[src/rtl/fe_fetch.sv]
// eZ90 fetch front end: owns the fetch PC, issues in-order 32-bit fetches, queues tagged responses.
// Optional macro EZ90_FETCH_BYPASS_EN lets a response reach inst_* in its own cycle when the queue is empty.
module fe_fetch #(
    parameter logic [63:0] RESET_PC = 64'h0,
    parameter int          QDEPTH   = 4
) (
    input  logic        clk,
    input  logic        rst_n,
    input  logic        redirect_valid,
    input  logic [63:0] redirect_pc,
    output logic        mem_req_valid,
    output logic [63:0] mem_req_addr,
    input  logic        mem_req_ready,
    input  logic        mem_rsp_valid,
    input  logic [31:0] mem_rsp_data,
    input  logic        mem_rsp_fault,
    output logic        inst_valid,
    output logic [63:0] inst_pc,
    output logic [31:0] inst_word,
    output logic        inst_fault,
    input  logic        inst_ready
);
    localparam int AW = $clog2(QDEPTH);
    localparam int CW = AW + 1;
    localparam logic [63:0] RESET_PC_AL = RESET_PC & ~64'h3;

    logic [63:0]   fetch_pc;
    logic          halted;
    logic [CW-1:0] outstanding;
    logic [CW-1:0] drop_cnt;
    logic [CW-1:0] q_count;
    logic [AW-1:0] pend_wr, pend_rd, q_wr, q_rd;

    logic [63:0] pend_pc [QDEPTH];
    logic [63:0] q_pc    [QDEPTH];
    logic [31:0] q_word  [QDEPTH];
    logic        q_fault [QDEPTH];

    logic [CW:0]   credit_used;
    logic          req_fire;
    logic [63:0]   rsp_pc;
    logic [31:0]   rsp_word;
    logic          rsp_keep;
    logic          byp_active;
    logic          q_push;
    logic          q_pop;

    // Outstanding fetches plus queued entries never exceed QDEPTH, so the queue cannot overflow.
    assign credit_used   = {1'b0, outstanding} + {1'b0, q_count};
    assign mem_req_valid = rst_n && !halted && !redirect_valid && (credit_used < (CW+1)'(QDEPTH));
    assign mem_req_addr  = fetch_pc;
    assign req_fire      = mem_req_valid && mem_req_ready;

    assign rsp_pc   = pend_pc[pend_rd];
    assign rsp_word = mem_rsp_fault ? 32'h0 : mem_rsp_data;
    assign rsp_keep = mem_rsp_valid && (drop_cnt == '0) && !redirect_valid;

`ifdef EZ90_FETCH_BYPASS_EN
    assign byp_active = rsp_keep && (q_count == '0);
`else
    assign byp_active = 1'b0;
`endif

    assign q_pop  = (q_count != '0) && inst_ready && !redirect_valid;
    assign q_push = rsp_keep && !(byp_active && inst_ready);

    always_comb begin
        inst_valid = 1'b0;
        inst_pc    = 64'h0;
        inst_word  = 32'h0;
        inst_fault = 1'b0;
        if (q_count != '0) begin
            inst_valid = 1'b1;
            inst_pc    = q_pc[q_rd];
            inst_word  = q_word[q_rd];
            inst_fault = q_fault[q_rd];
        end else if (byp_active) begin
            inst_valid = 1'b1;
            inst_pc    = rsp_pc;
            inst_word  = rsp_word;
            inst_fault = mem_rsp_fault;
        end
    end

    always_ff @(posedge clk or negedge rst_n) begin
        if (!rst_n) begin
            fetch_pc    <= RESET_PC_AL;
            halted      <= 1'b0;
            outstanding <= '0;
            drop_cnt    <= '0;
            q_count     <= '0;
            pend_wr     <= '0;
            pend_rd     <= '0;
            q_wr        <= '0;
            q_rd        <= '0;
        end else begin
            outstanding <= outstanding + CW'(req_fire) - CW'(mem_rsp_valid);
            if (req_fire)
                pend_wr <= pend_wr + AW'(1);
            if (mem_rsp_valid)
                pend_rd <= pend_rd + AW'(1);
            if (redirect_valid) begin
                // Every fetch still in flight after this cycle's retirement belongs to the old path.
                fetch_pc <= redirect_pc & ~64'h3;
                halted   <= 1'b0;
                drop_cnt <= outstanding - CW'(mem_rsp_valid);
                q_count  <= '0;
                q_wr     <= '0;
                q_rd     <= '0;
            end else begin
                if (req_fire)
                    fetch_pc <= fetch_pc + 64'd4;
                if (mem_rsp_valid && (drop_cnt != '0))
                    drop_cnt <= drop_cnt - CW'(1);
                if (rsp_keep && mem_rsp_fault)
                    halted <= 1'b1;
                if (q_push)
                    q_wr <= q_wr + AW'(1);
                if (q_pop)
                    q_rd <= q_rd + AW'(1);
                case ({q_push, q_pop})
                    2'b10:   q_count <= q_count + CW'(1);
                    2'b01:   q_count <= q_count - CW'(1);
                    default: q_count <= q_count;
                endcase
            end
        end
    end

    always_ff @(posedge clk) begin
        if (req_fire)
            pend_pc[pend_wr] <= fetch_pc;
        if (q_push) begin
            q_pc[q_wr]    <= rsp_pc;
            q_word[q_wr]  <= rsp_word;
            q_fault[q_wr] <= mem_rsp_fault;
        end
    end

    assert property (@(posedge clk) disable iff (!rst_n)
        !(q_push && !q_pop && (q_count == CW'(QDEPTH))))
        else $error("fe_fetch instruction queue overflow");

endmodule

[config.mk]
export PLATFORM = sky130hd
export DESIGN_NAME = fe_fetch
export DESIGN_NICKNAME = d
export VERILOG_FILES = /design/src/rtl/fe_fetch.sv
export SDC_FILE = /design/constraint.sdc
export NUM_CORES = 1
export LEC_CHECK = 0
export ABC_AREA = 1
export ABC_CLOCK_PERIOD_IN_PS = 7200
export CAP_MARGIN = 20
export CORE_MARGIN = 4
export CORE_UTILIZATION = 58
export CTS_CLUSTER_SIZE = 40
export DETAILED_ROUTE_END_ITERATION = 8
export PLACE_DENSITY = 0.8
export RECOVER_POWER = 25
export SLEW_MARGIN = 20
export SYNTH_ARGS = -nofsm -noshare
export SYNTH_HDL_FRONTEND = slang
export SYNTH_SLANG_ARGS = --single-unit
[constraint.sdc]
create_clock -name clk -period 7.2 [get_ports clk]
set_clock_uncertainty 0.05 [all_clocks]
set_input_delay 2.16 -clock clk [delete_from_list [all_inputs] [get_ports clk]]
set_output_delay 2.16 -clock clk [all_outputs]
set_load 0.02 [all_outputs]
==> impl_metrics.py <==
metrics = {
    "status": {
        "outcome": "finished with violations",
        "violations": "max-capacitance violations, max-slew violations",
    },
    "sta": {
        "timing.slew.headroom_pct": -164,
        "hold_viol": 0,
        "fin_setup_tns_ns": 0,
        "rsz0062_at_grt": "no",
        "period_needed_ns": 6.17,
        "hold_slack_ns": 0.459,
        "finalMaxSlewViolations": 197,
        "timing.final.setup_violations": 0,
        "transition_time_of_the_tightest_slew_check_pin_ns": 3.96,
        "timing.final.crit_share_pct": 85.8,
        "maxClockFrequency_mhz": 162,
    },
    "synthesis": {
        "post-synth-top-area-cell": "sky130_fd_sc_hd__edfxtp_1",
        "yosysTopAreaCellShare_pct": 62.9,
        "synthDistinctLibCells": 33,
        "synthMostInstantiatedCell": "sky130_fd_sc_hd__nor2_1",
        "synthesis.instances": 2731,
        "post_synth.cell_area_avg_um2": 11.0,
        "synth-edff-count": 628,
        "synth.cell_area_mm2": 0.0300,
        "dominantRegCellSynth": "sky130_fd_sc_hd__edfxtp_1",
        "netlist_top_cells_area": "sky130_fd_sc_hd__edfxtp_1, sky130_fd_sc_hd__nor2_1, sky130_fd_sc_hd__dfrtp_1",
        "synth-seq-cells": 708,
        "number_of_warnings_issued_by_yosys": 0,
        "yosysSeqAreaShare_pct": 69.6,
        "ys_async_sr_fraction_pct": 11.3,
        "synth_commonest_cells": "sky130_fd_sc_hd__nor2_1, sky130_fd_sc_hd__edfxtp_1, sky130_fd_sc_hd__o21ai_0, sky130_fd_sc_hd__nand2_1, sky130_fd_sc_hd__inv_1",
    },
    "critical_path": {
        "cp-end-kind": "output pin",
        "timing.critical_path.fanout_max": 19,
        "setup.reg_to_reg.worst_slack_ns": 1.85,
        "largest_stage_delay_on_the_critical_path_ns": 0.83,
        "crit_arrival_ns": 3.96,
        "endpoint": "mem_req_valid",
        "reg2regPathDepth": 3,
        "slowest_stage": "sky130_fd_sc_hd__clkbuf_1",
        "cell_by_cell_trace_of_the_critical_path": "clkbuf_1 > nand3b_1 > nor2_2 > clkdlybuf4s50_1",
        "reg2reg_from": "pend_rd[0]$_DFFE_PN0P_",
        "crit_required_ns": 4.99,
        "timing.rr.end": "q_pc[1][29]$_DFFE_PP_",
        "critical_path.startpoint": "rst_n",
        "critical_path_class": "primary input to output pin",
        "cp-start-kind": "primary input",
    },
    "place": {
        "post-place-cells": 3562,
        "hpwlAfterDp_mm": 46.8,
        "buffer_ports.inserted": 259,
        "gp_routability_congestion": 0.919,
        "place_area_mm2": 0.0331,
    },
    "drt": {
        "vias": 21400,
        "route.detailed.vias_per_inst": 5.82,
        "drt_wl_total_mm": 76.1,
        "detail_route.wl_per_cell_um": 20.7,
        "remaining_drc_errors": 0,
        "initialDrtViolationCount": 2309,
        "number_of_routed_nets_with_antenna_violations": 0,
        "drt-pass1-iter-count": 8,
    },
    "finish": {
        "layout-drive-gt1-share_pct": 5.86,
        "final_cell_area_excluding_filler_cells_mm2": 0.0353,
        "stdcell_count": 3683,
        "filler_instances": 3539,
        "areaGrowthSynthToFinish_pct": 17.8,
        "insertedDiodeCount": 0,
        "finish.net_count": 3075,
        "final_util_pct": 69.0,
    },
    "die": {
        "floorplan.die.width_um": 235,
        "floorplan.io_pins": 266,
        "area_of_the_die_mm2": 0.0554,
        "core_area_mm2": 0.0512,
        "floorplan.rows": 83,
        "die_h_um": 235,
        "initial_utilization_pct": 58.5,
    },
    "clock_network": {
        "number_of_hold_buffers_added_after_cts": 0,
        "clock_path_buffers": 3,
        "cts_made_buffers": 69,
        "cts.clk_slew.worst_paths_ns": 0.06,
        "cts_resized": 0,
        "cts.sinks": 708,
        "clock_tree_from_tritoncts": "yes",
        "clkLatencyLatePin_ns": 0.59,
        "ctsRootBufferMaster": "sky130_fd_sc_hd__clkbuf_16",
        "post_cts_buffers": 0,
        "ctsHtreeMaxLevel": 3,
    },
    "pwr": {
        "total_leakage_power_nw": 12.7,
        "max-vdd-ir-drop_v": 0.000202,
        "power.density_cell_area_mw_per_mm2": 356,
    },
    "grt": {
        "first_global_vias": 20900,
        "gr-total-overflow": 0,
        "track_usage_pct": 26.5,
        "grt_first_pass_wirelength_mm": 115,
        "number_of_antenna_violations_at_the_first_check_in_global_routing": 0,
        "grt_max_degree": 130,
    },
    "job": {
        "drv_cap": 3,
    },
    "min_path": {
        "min_path_type": "flip-flop to flip-flop",
    },
}
-- logic make-up (layout without fill, tap and decap cells) --
family                   Yosys count  after routing  synth area share (%)
AND/OR/NAND/NOR                 1095           1095                  14.6
flip-flops                       708            708                  69.6
AO/OA/AOI/OAI                    558            558                  9.70
buffers and inverters            318            587                  4.27
XOR/XNOR                          32             32                 0.935
adder cells (fa/ha/maj)           19             19                 0.843
other                              1              4                0.0125
-- how the worst min path moves through the flow --
stage                     slack, ns                     from                 endpoint  cells after the start
after floorplan                0.40       halted$_DFFE_PN0P_       halted$_DFFE_PN0P_                      2
after global placement         0.42  drop_cnt[2]$_DFFE_PN0P_  drop_cnt[2]$_DFFE_PN0P_                      1
after detailed placement       0.44       halted$_DFFE_PN0P_       halted$_DFFE_PN0P_                      2
after CTS                      0.45  drop_cnt[2]$_DFFE_PN0P_  drop_cnt[2]$_DFFE_PN0P_                      1
after global routing           0.48       halted$_DFFE_PN0P_       halted$_DFFE_PN0P_                      2
final                          0.46  drop_cnt[2]$_DFFE_PN0P_  drop_cnt[2]$_DFFE_PN0P_                      1
-- worst max-delay path, delay by kind of cell --
kind	cells	cell delay (ns)
AND/OR/NAND/NOR	2	0.34
buffers and inverters	2	1.45
-- registers in the layout, summed over array words and instances (netlist names), 3 cells and up --
signal,count
q_fault,4
outstanding,3
mem_req_addr,62
q_count,3
pend_pc,248
q_pc,248
q_word,128
drop_cnt,3
-- stage by stage --
step / setup slack, ns / total power, W
global route: 0.502 / 0.0131
floorplan: 0.0760 / 0.00747
finish: 1.03 / 0.0126
global placement: 1.68 / 0.00890
CTS: 1.10 / 0.0126
detailed placement: 1.67 / 0.00907
-- report_power, final --
| group | internal [W] | switching, W | total, W |
|---|---|---|---|
| sequential | 0.00507 | 0.000343 | 0.00541 |
| combinational | 0.00122 | 0.00243 | 0.00365 |
| clock | 0.00207 | 0.00145 | 0.00353 |
-- cell usage in the layout, fill, tap and decap left out, types with 26 or more instances in the layout --
master / n
sky130_fd_sc_hd__buf_4: 26
sky130_fd_sc_hd__dfrtp_1: 78
sky130_fd_sc_hd__xor2_1: 26
sky130_fd_sc_hd__clkdlybuf4s50_1: 255
sky130_fd_sc_hd__nand3_1: 75
sky130_fd_sc_hd__clkbuf_16: 73
sky130_fd_sc_hd__inv_1: 170
sky130_fd_sc_hd__a21oi_1: 97
sky130_fd_sc_hd__nor2_1: 643
sky130_fd_sc_hd__edfxtp_1: 628
sky130_fd_sc_hd__nand2_1: 325
sky130_fd_sc_hd__o22ai_1: 63
sky130_fd_sc_hd__o21ai_0: 367
-- per-layer routing --
layer / GRT usage (%) / part of all wire [%] / vias to the layer above / routed length, um
li1: - / - / 9799 / -
met1: 35.9 / 39 / 10400 / 30000
met2: 45.1 / 50 / 1079 / 37800
met3: 3.64 / 8.1 / 135 / 6190
met4: 8.76 / 2.7 / 0 / 2060
met5: 0 / 0 / - / 0
-- area by class of cell --
| cell class | count | area (um2) | share of cell area [%] |
|---|---|---|---|
| clock buffer | 87 | 1890 | 5.35 |
| clock inverter | 34 | 322 | 0.911 |
| inverter | 177 | 671 | 1.90 |
| multi-input combinational | 1708 | 7900 | 22.4 |
| sequential | 708 | 20900 | 59.1 |
| tap | 680 | 851 | 2.41 |
| timing repair buffer | 289 | 2810 | 7.95 |
(Power assumes the default switching activity.)
==> patch: new RTL, same flow settings <==
Build with the macro `EZ90_FETCH_BYPASS_EN` defined.
--- a/src/rtl/fe_fetch.sv
+++ b/src/rtl/fe_fetch.sv
@@ -1,5 +1,7 @@
 // eZ90 fetch front end: owns the fetch PC, issues in-order 32-bit fetches, queues tagged responses.
 // Optional macro EZ90_FETCH_BYPASS_EN lets a response reach inst_* in its own cycle when the queue is empty.
+`define EZ90_FETCH_BYPASS_EN
+
 module fe_fetch #(
     parameter logic [63:0] RESET_PC = 64'h0,
     parameter int          QDEPTH   = 4
Check against the original RTL: not equivalent (a bounded check fails within 4 cycles, from zero or initial values and one cycle with rst_n low).
==> patch against the original RTL <==
Worst setup slack worse by 0.67 ns. Global-route usage rose by 1.1 points. Synthesized area increased by 2.7%. Combinational power is 12% higher. Wire length grew 4.9%. Power up 3.2%. Design area is 2.5% higher. Maximum frequency shrank 9.7%. The flow still finishes with violations (capacitance limit, slew limit). Largest power group unchanged. Largest cell class unchanged. Highest routed layer unchanged. Sequential cell count did not move. Sequential power shrank 0.7%.
==> patch: results (changes against the original RTL) <==
Routing
The total routed wire length on the met1 layer is 31.4 mm (+4.7%). The met2 wire length is 39.0 mm (+3.0%). The total detailed-routing wirelength is 79.8 mm (+4.9%). The total via count after detailed routing is 22170 (+3.4%). The number of search-and-repair iterations in the first detailed-routing pass came to 5 (-3). The vias per cell came to 5.96 (+2.4%). The DRC marker count from the first detailed-route iteration is 2486 (+7.7%).

Layout
The post-route cell area is 36200 um2 (+2.5%). The net count of the finished layout is 3094 (+0.62%). The number of diodes came to 1 (+1). The multi-input gate share of the layout cell area is 23.1% (+0.74 points). The count of fill cells added during filler insertion came to 3610 (+2.0%). The number of ordinary inverters in the final layout is 233 (+32%).

The number of non-clock buffers in the layout is 293 (+1.4%).

Synthesis
The synthesized-area fraction occupied by ao, oa, aoi and oai cells came to 10.8% (+1.1 points). The post-synthesis share of cell area spent on full adders, half adders and majority gates is 0.821% (-0.022 points). The mean instance size in the synthesized netlist is 11.2 um2 (+1.8%). The count of different cell masters after synthesis is 38 (+15%). The part of the Yosys area used for sequential elements is 67.8% (-1.8 points).

Global routing
The overall routing resource usage was 27.6% (+1.1 points). The met1 layer usage reported by global route is 38.0% (+2.1 points). The initial antenna violation count is 1 (+1).

Worst setup path
The terminus of the critical flop-to-flop path is q_word[1][4]. The delay of the slowest cell on the worst path is 0.63 ns (-0.20 ns). The worst register-to-register path begins at q_count[0]. The worst-case reg-to-reg path depth is 5 (+2).

The source of the critical timing path is mem_rsp_valid. The flop-to-flop setup slack is 3.70 ns (+1.85 ns). The slowest stage of the critical path belongs to the cell clkdlybuf4s50_1.

Placed design
The final weighted congestion in routability-driven placement is 0.988 (+7.5%). The HPWL after detailed placement was 48.7 mm (+4.1%). The instance area at placement is 33900 um2 (+2.5%).

Clocking
The number of buffers inserted during clock tree synthesis was 71 (+2.9%).

Power and ir drop
The leakage power of the design is 13.1 nW (+3.6%). The maximum VDD drop is 0.000267 V (+32%).

Min path
The number of cells on the worst hold path is 2 (+1). The path with the worst hold slack has its endpoint at halted.

Outcome
The final reports fail on capacitance limit, slew limit. The flow ran to the end, but the final reports show violations.

STA
The final max-slew violation count is 24 (-88%). The transition time of the tightest slew-check pin is 1.52 ns (-2.45 ns).

Job
The max-capacitance violation count is 1 (-2).
## patch: worst register-to-register path, stage by stage (launching register included)
cell and delay (ns):
dfrtp_1 0.49, nor3_4 0.10, inv_2 0.81, o21ai_2 0.37
nor2_4 0.89, buf_4 0.44
## patch: power groups by stage
stage	combinational [mW]	clock (mW)	sequential (mW)
floorplan	2.37	0	5.39
global placement	3.87	0	5.42
detailed placement	4.02	0	5.44
CTS	4.06	3.58	5.36
global route	4.40	3.76	5.39
finish	4.09	3.54	5.37
## patch: worst max path at each step
| stage | slack (ns) | cells past startpoint | to |
|---|---|---|---|
| after floorplan | 0.09 | 4 | q_fault[0] |
| after global placement | 0.50 | 8 | inst_pc[59] |
| after detailed placement | 0.47 | 8 | inst_pc[55] |
| after CTS | 0.46 | 8 | inst_pc[61] |
| after global routing | 0.23 | 4 | mem_req_valid |
| final | 0.36 | 8 | inst_pc[37] |
